[config.mk]
export PLATFORM = sky130hd
export DESIGN_NAME = connection_encoder
export DESIGN_NICKNAME = d
export VERILOG_FILES = /design/src/rtl/connection_encoder.sv
export SDC_FILE = /design/constraint.sdc
export NUM_CORES = 1
export LEC_CHECK = 0
export CAP_MARGIN = 20
export CORE_ASPECT_RATIO = 0.6
export CORE_MARGIN = 1.5
export CORE_UTILIZATION = 50
export DETAILED_ROUTE_END_ITERATION = 8
export GPL_TIMING_DRIVEN = 0
export PLACE_DENSITY_LB_ADDON = 0.12
export SLEW_MARGIN = 40
export SYNTH_ARGS = -nofsm -noshare
export SYNTH_HDL_FRONTEND = slang
export SYNTH_SLANG_ARGS = --single-unit
[constraint.sdc]
create_clock -name clk -period 5.8 [get_ports clk]
set_clock_uncertainty 0.15 [all_clocks]
set_input_delay 1.16 -clock clk [delete_from_list [all_inputs] [get_ports clk]]
set_output_delay 1.16 -clock clk [all_outputs]
set_load 0.02 [all_outputs]
[src/rtl/connection_encoder.sv]
// connection_encoder: turns decoded connection entries back into puzzle text
// lines of the form "abc: def ghi\n", one registered byte per handshake.
module connection_encoder #(
  parameter int DEVICE_CHARS    = 3,
  parameter int DEVICE_BIN_BITS = 5,
  parameter int DEVICE_WIDTH    = DEVICE_CHARS * DEVICE_BIN_BITS,
  parameter int COUNT_WIDTH     = 16
) (
  input  logic                    clk,
  input  logic                    test_logic_reset,
  input  logic                    connection_valid,
  output logic                    connection_ready,
  input  logic                    connection_last,
  input  logic [DEVICE_WIDTH-1:0] device,
  input  logic [DEVICE_WIDTH-1:0] next_device,
  input  logic                    end_of_file,
  output logic                    byte_valid,
  input  logic                    byte_ready,
  output logic [7:0]              byte_data,
  output logic                    end_of_stream,
  output logic [COUNT_WIDTH-1:0]  byte_count,
  output logic                    protocol_error
);

  localparam int IDX_WIDTH = (DEVICE_CHARS > 1) ? $clog2(DEVICE_CHARS) : 1;
  localparam logic [IDX_WIDTH-1:0] IDX_LAST = IDX_WIDTH'(DEVICE_CHARS - 1);

  typedef enum logic [2:0] {
    IDLE,
    SRC,
    COLON,
    SEP,
    DST,
    NEWLINE,
    DONE
  } state_t;

  state_t                  state;
  state_t                  state_d;
  logic [IDX_WIDTH-1:0]    idx;
  logic [IDX_WIDTH-1:0]    idx_d;
  logic [DEVICE_WIDTH-1:0] device_q;
  logic [DEVICE_WIDTH-1:0] device_d;
  logic [DEVICE_WIDTH-1:0] next_q;
  logic [DEVICE_WIDTH-1:0] next_d;
  logic                    last_q;
  logic                    last_d;
  logic                    line_open;
  logic                    line_open_d;
  logic                    eof_pending;
  logic                    accept;
  logic                    fire;
  logic                    mismatch;
  logic                    byte_valid_d;
  logic                    byte_bad_d;
  logic [7:0]              byte_d;

  // Maps one character of a packed device name to ASCII; bit 8 flags an
  // out-of-alphabet code, which is rendered as '?'.
  function automatic logic [8:0] encode_char(
    input logic [DEVICE_WIDTH-1:0] word,
    input logic [IDX_WIDTH-1:0]    pos
  );
    logic [DEVICE_BIN_BITS-1:0] code;
    logic [7:0]                 ch;
    logic                       bad;
    code = '0;
    for (int k = 0; k < DEVICE_CHARS; k++) begin
      if (pos == IDX_WIDTH'(k)) begin
        code = word[(DEVICE_CHARS-1-k)*DEVICE_BIN_BITS +: DEVICE_BIN_BITS];
      end
    end
    if (32'(code) < 32'd26) begin
      ch  = 8'h61 + 8'(code);
      bad = 1'b0;
    end else begin
      ch  = 8'h3F;
      bad = 1'b1;
    end
    return {bad, ch};
  endfunction

  // New entries are taken only when the encoder is idle with nothing on the
  // byte port and no end-of-file waiting to be acted on.
  assign connection_ready = (state == IDLE) && !eof_pending && !byte_valid && !test_logic_reset;
  assign accept           = connection_valid && connection_ready;
  assign fire             = byte_valid && byte_ready;
  assign mismatch         = accept && line_open && (device != device_q);

  // State register.
  always_ff @(posedge clk) begin
    if (test_logic_reset) begin
      state <= IDLE;
    end else begin
      state <= state_d;
    end
  end

  // Next-state logic: walks the characters of a line segment, advancing only
  // when the sink takes the current byte.
  always_comb begin
    state_d     = state;
    idx_d       = idx;
    device_d    = device_q;
    next_d      = next_q;
    last_d      = last_q;
    line_open_d = line_open;
    unique case (state)
      IDLE: begin
        if (accept) begin
          next_d = next_device;
          last_d = connection_last;
          idx_d  = '0;
          if (line_open) begin
            state_d = SEP;
          end else begin
            device_d = device;
            state_d  = SRC;
          end
        end else if (eof_pending) begin
          state_d = line_open ? NEWLINE : DONE;
        end
      end
      SRC: begin
        if (fire) begin
          if (idx == IDX_LAST) begin
            idx_d   = '0;
            state_d = COLON;
          end else begin
            idx_d = idx + 1'b1;
          end
        end
      end
      COLON: begin
        if (fire) begin
          state_d = SEP;
        end
      end
      SEP: begin
        if (fire) begin
          idx_d   = '0;
          state_d = DST;
        end
      end
      DST: begin
        if (fire) begin
          if (idx == IDX_LAST) begin
            idx_d = '0;
            if (last_q) begin
              state_d = NEWLINE;
            end else begin
              line_open_d = 1'b1;
              state_d     = IDLE;
            end
          end else begin
            idx_d = idx + 1'b1;
          end
        end
      end
      NEWLINE: begin
        if (fire) begin
          line_open_d = 1'b0;
          state_d     = (eof_pending || end_of_file) ? DONE : IDLE;
        end
      end
      DONE: begin
        state_d = DONE;
      end
      default: begin
        state_d = IDLE;
      end
    endcase
  end

  // Output logic: the byte to present next cycle, derived from where the FSM
  // is heading so the byte register loads together with the state.
  always_comb begin
    byte_valid_d = 1'b0;
    byte_bad_d   = 1'b0;
    byte_d       = byte_data;
    unique case (state_d)
      SRC: begin
        {byte_bad_d, byte_d} = encode_char(device_d, idx_d);
        byte_valid_d         = 1'b1;
      end
      COLON: begin
        byte_d       = 8'h3A;
        byte_valid_d = 1'b1;
      end
      SEP: begin
        byte_d       = 8'h20;
        byte_valid_d = 1'b1;
      end
      DST: begin
        {byte_bad_d, byte_d} = encode_char(next_d, idx_d);
        byte_valid_d         = 1'b1;
      end
      NEWLINE: begin
        byte_d       = 8'h0A;
        byte_valid_d = 1'b1;
      end
      default: begin
        byte_valid_d = 1'b0;
      end
    endcase
  end

  // Entry capture and line bookkeeping; device_q keeps the source of the open
  // line so continuation entries can be checked against it.
  always_ff @(posedge clk) begin
    if (test_logic_reset) begin
      idx         <= '0;
      device_q    <= '0;
      next_q      <= '0;
      last_q      <= 1'b0;
      line_open   <= 1'b0;
      eof_pending <= 1'b0;
    end else begin
      idx         <= idx_d;
      device_q    <= device_d;
      next_q      <= next_d;
      last_q      <= last_d;
      line_open   <= line_open_d;
      eof_pending <= eof_pending || end_of_file;
    end
  end

  // Registered byte port, end-of-stream pulse, byte counter and sticky error.
  always_ff @(posedge clk) begin
    if (test_logic_reset) begin
      byte_valid     <= 1'b0;
      byte_data      <= 8'h00;
      end_of_stream  <= 1'b0;
      byte_count     <= '0;
      protocol_error <= 1'b0;
    end else begin
      byte_valid <= byte_valid_d;
      if (byte_valid_d) begin
        byte_data <= byte_d;
      end
      end_of_stream <= (state_d == DONE) && (state != DONE);
      if (fire && (byte_count != {COUNT_WIDTH{1'b1}})) begin
        byte_count <= byte_count + COUNT_WIDTH'(1);
      end
      protocol_error <= protocol_error || (byte_valid_d && byte_bad_d) || mismatch;
    end
  end

endmodule

# After elaboration in Yosys (flattened, before gate mapping)
# Cells that the tools add are included.
# classes
n_mux	44
n_eq_ne	22
n_lt_le_gt_ge	2
n_reduce_logical	25
n_addsub	4
# ops
op	n
$mux W15	5
$mux W5	8
$pmux W8 S5	1
$mux W3	11
$pmux W3 S7	1
$eq A3 B3 Y1 const B	6
$add A16 B1 Y16 const B	1
$add A7 B5 Y8 const A	2
$mux W8	2
$ne A16 B16 Y1 const B	1
$ne A15 B15 Y1	1
$eq A3 B2 Y1 const B	4
$mux W2	6
$logic_and A1 B1 Y1	10
$lt A5 B5 Y1 const B	2
$ne A2 B2 Y1 const B	4
$mux W1	7
$eq A3 B1 Y1 const B	2
$pmux W2 S3	1
$reduce_and A5 Y1	1
$reduce_bool A5 Y1	1
$reduce_or A5 Y1	1
$eq A2 B2 Y1 const B	2
$pmux W1 S2	2
10 further kinds	15
# totals
reg_bits	65
wordCells	109
output_inout_bits	28

# Logic depth before layout (Yosys ltp)
# depth
ltp_word	18
ltp_mapped	15

# Least setup slack after synthesis
# No wires, ideal clock.
# synth_timing
kind	input-to-reg
from	input port test_logic_reset
to	register byte_data[4]
stages	13
arrival_ns	3.534
path_buffers	1
required_time_ns	5.579
setup_ns	0.071
path_slack_ns	2.045
path_cell_list	or4b_4 > a2bb2oi_4 > a2bb2oi_2 > or2_1 > buf_6 > a2bb2oi_1 > inv_1 > ha_1 > inv_1 > o311ai_2 > a21oi_1 > or3_1 > a21oi_1
# synth_via
elab_chain_cells	13
elab_cells_between_ends	38
# synth_lines
item	line	source
start, declared	10	input logic test_logic_reset,
$logic_not A1 Y1	85	assign connection_ready = (state == IDLE) && !eof_pending && !byte_valid && !test_logic_reset;
$logic_and A1 B1 Y1	85	
$logic_and A1 B1 Y1	86	assign accept = connection_valid && connection_ready;
$mux W2	110	if (accept) begin
$pmux W2 S3	108	unique case (state)
$logic_not A2 Y1	69	if (pos == IDX_WIDTH'(k)) begin
$mux W5 (3 in series)	69	
$mux W5	181	unique case (state_d)
$add A7 B5 Y8 / $lt A5 B5 Y1 (equally long branches)	74, 73	
$mux W8	73	if (32'(code) < 32'd26) begin
$pmux W8 S5	181	
end signal, assigned	239	byte_data <= byte_d;
end, declared	19	output logic [7:0] byte_data,
# Several ways; a longest one is shown, not always the timed one. The select of a mux whose other input is x is not followed.
# A chain may end at the register's enable or synchronous reset.

# Final worst setup path
# layout_timing
from	input port byte_ready
to	register byte_data[4]
# layout_via
elab_chain_cells	11
elab_cells_between_ends	37
# layout_lines
item	line	source
start, declared	18	input logic byte_ready,
$logic_and A1 B1 Y1 *	87	assign fire = byte_valid && byte_ready;
$mux W2 (on tied branches)	146, 140	
$pmux W2 S3	108	
$logic_not A2 Y1	69	
$mux W5 (3 in series)	69	
$mux W5	181	
$add A7 B5 Y8 / $lt A5 B5 Y1 (equally long branches)	74, 73	
$mux W8	73	
$pmux W8 S5	181	
# Mark *: on every way between the ends. The rest lies on a longest branch, timed or not. The select of a mux whose other input is x is not followed.

==> metrics.md <==
| Metric | Value |
|---|---|
| TNS Setup | 0 ps |
| Num CTS Buffers | 9 |
| Horiz. Die Dim | 109 um |
| Htree depth | 3 |
| Synthesized area | 0.00340 mm2 |
| Adder-cell area share of the yosys netlist | 0.0110 |
| Cell taking the most area after synthesis | dfxtp_1 |
| Port Buf Inserts | 63 |
| Worst vdd ir | 262 uV |
| P_sw | 0.603 mW |
| Count of different cell masters after synthesis | 54 |
| Die height | 66.9 um |
| R2R Setup Slk | 2310 ps |
| Worst-path clk slew | 60 ps |
| Vias in the first global route | 2815 |
| Vias | 3041 |
| Slew HR | 0.550 |
| RSZ-0062 raised after global routing | no |
| Lkg Pwr | 1.81 nW |
| Worst hold margin | 324 ps |
| Slew @ Worst Pin | 675 ps |
| Synth area leaders | dfxtp_1 38%, mux2i_1 13%, nor2_1 7.5%, xor2_1 5.7%, nand3_1 2.5% |
| Overflow after GRT | 0 |
| Final Max Slew Viols | 0 |
| Resize count post-CTS | 0 |
| Initial Utilization | 0.514 |
| Largest net degree at the start of global routing | 13 |
| Mean Syn Cell Area | 8.97 um2 |
| Post-synthesis register bit count | 65 |
| CTS tree | done |
| Final setup fails | 0 |
| Synthesized-area fraction occupied by xor and xnor cells | 0.0773 |
| Post-synth top area share | 0.383 |
| YS warnings | 0 |
| Initial drt markers | 190 |
| Initial antenna violation count | 0 |
| Setup crit end kind | flip-flop |
| DR vias/cell | 5.58 |
| RePlAce Congestion | 0.865 |
| Endpoint, Worst Hold | byte_data[4] |
| Compound-gate portion of the synthesized area | 0.151 |
| Syn nets | 418 |
| Ys flop type | dfxtp_1 |
| Simple-Gate Fraction of Synth Area | 0.211 |
| DRC errors left | 0 |
| Total routed wirelength | 8.88 mm |
| Nets | 492 |
| CP arrival | 4510 ps |
| Reg2Reg Depth | 14 |
| CORE AREA | 0.00662 mm2 |
| Synth Instances | 379 |
| Final setup margin | 1400 ps |
| Combinational share of power | 0.364 |
| Worst skew pair latency | 330 ps |
| Root Driver | clkbuf_16 |
| I/O Pins | 64 |
| ANT cells | 0 |
| Req. time, crit path | 5910 ps |
| Main combinational cell family by area after synthesis | simple AND/OR/NAND/NOR gates |
| Outcome | finished, final reports clean |
| Max Fclk | 0.227 GHz |
| Total GRT Usage | 0.263 |
| Post-place setup slack | 1130 ps |
| Final min period | 4400 ps |
| Final period utilization | 0.759 |
| Crit path kind | in2reg |
| Hold Crit Class | reg2reg |
| Clock power share | 0.316 |
| Part of the Yosys area used for sequential elements | 0.383 |
| Area growth syn-to-layout | 30.6% |
| Crit start category | input pin |
| Sw frac | 0.357 |
| Pre-antenna DRT Iters | 4 |
| Post-synth EDFFs | 0 |
| Mux cell area share after synthesis | 0.130 |
| Die Area | 0.00732 mm2 |
| Global-route wire length before repair | 14.2 mm |
| Clk sinks | 65 |
| Worst Hold Path Cells | 2 |
| Post-CTS Setup Inserts | 0 |
| Post-DP HPWL | 6.54 mm |
| Cell Pwr Density | 380 mW/mm2 |
| Max cap viols | 0 |
| Rows | 23 |
| Share of layout cells above drive strength 1 | 0.0786 |
| Maximum buffer depth of the clock tree | 2 |
| HP Start | byte_data[4] |
| Antenna-violating nets left | 0 |
| Wire per inst | 16.3 um |
| Async SR Flop Fraction | 0 |
| Reg2reg start | byte_valid |
| # hold bufs at CTS | 0 |
| Worst-path maximum fanout | 10 |
| RR Endpoint | byte_data[4] |
| Final hold violations | 0 |
| Worst Setup SP | byte_ready |
| Seq pwr share | 0.320 |
| Int Power | 1.09 mW |
[sequential cells by signal (all words and copies together) (netlist names)]
signal and cells:
byte_count 16, byte_data 8, byte_valid 1, device_q 15, end_of_stream 1, eof_pending 1
idx 2, last_q 1, line_open 1, next_q 15, protocol_error 1, state 3
[power groups by stage]
stage	sequential [mW]	combinational, mW	clock, mW
2_1_floorplan	0.576	0.385	0
3_3_place_gp	0.548	0.591	0
3_5_place_dp	0.550	0.600	0
4_1_cts	0.541	0.609	0.540
5_1_grt	0.548	0.672	0.562
6_report	0.541	0.614	0.534
[through the flow]
step,area [um2],cells,utilization,total power [mW]
2_1_floorplan,3400,379,-,0.961
3_3_place_gp,4140,529,0.625,1.14
3_5_place_dp,4140,529,0.626,1.15
4_1_cts,4440,545,0.671,1.69
5_1_grt,4440,545,0.671,1.78
6_report,4440,545,0.671,1.69
[critical path, stage by stage]
cell	delay [ps]
clkdlybuf4s50_1	480
and2_1	170
clkbuf_1	220
o2bb2ai_1	200
a2bb2oi_2	210
buf_2	360
mux2i_1	280
a2bb2oi_1	160
inv_1	100
ha_1	190
inv_1	70
o311ai_2	290
a21oi_1	110
or3_1	380
a21oi_1	120
[how the worst max path moves through the flow]
stage                         to
floorplan           byte_data[4]
global placement    byte_data[4]
detailed placement  byte_data[4]
CTS                 byte_data[4]
global route        byte_data[4]
finish              byte_data[4]
[cell type report]
class	instances	area, um2
plain buffers	19	91.3
fillers	583	2180
flip-flops and latches	65	1300
clock buffers	9	225
clock inverters	7	71.3
repair buffers	63	631
well taps	87	109
multi-input cells	285	1970
inverters	10	37.5
[cell usage after synthesis (4+ instances only)]
| cell type | number |
|---|---|
| nor2b_1 | 5 |
| nor2_1 | 68 |
| o2bb2ai_1 | 4 |
| xor2_1 | 22 |
| o21ai_0 | 10 |
| nand2_1 | 17 |
| nor3_1 | 9 |
| mux2i_1 | 44 |
| a21oi_1 | 11 |
| a2bb2oi_1 | 7 |
| or3_1 | 4 |
| clkbuf_1 | 12 |
| buf_2 | 4 |
| inv_1 | 10 |
| dfxtp_1 | 65 |
| nand3_1 | 17 |
| xnor2_1 | 8 |
| nand2b_1 | 4 |
| nor4_1 | 5 |
[kinds of logic (layout without fill, tap and decap cells)]
group | Yosys count | count (layout)
and+or+nand+nor | 148 | 148
DFF | 65 | 65
AOI/OAI and AO/OA | 60 | 60
muxes | 44 | 44
xor gates and xnor gates | 30 | 30
buffers and inverters | 29 | 108
adders and majority gates | 3 | 3
[per-layer routing]
metal / up-vias / wire [um] / GRT usage
li1: 1501 / - / -
met1: 1438 / 4470 / 0.384
met2: 96 / 3710 / 0.377
met3: 6 / 626 / 0.0753
met4: 0 / 72 / 0.0601
met5: - / 0 / 0
[layout by cell type, fill, tap and decap left out, drive strengths merged, types with 5 or more instances in the layout]
cell type      instances
clkbuf                21
buf                    7
nor2                  68
nor2b                  5
xnor2                  8
dfxtp                 65
inv                   10
nand2                 17
o21ai                 12
xor2                  22
nand3                 17
a21oi                 11
nor3                  11
mux2i                 44
a2bb2oi               10
clkdlybuf4s50         63
nor4                   5
o2bb2ai                5
Note: power is estimated with default switching activity, not from simulation.
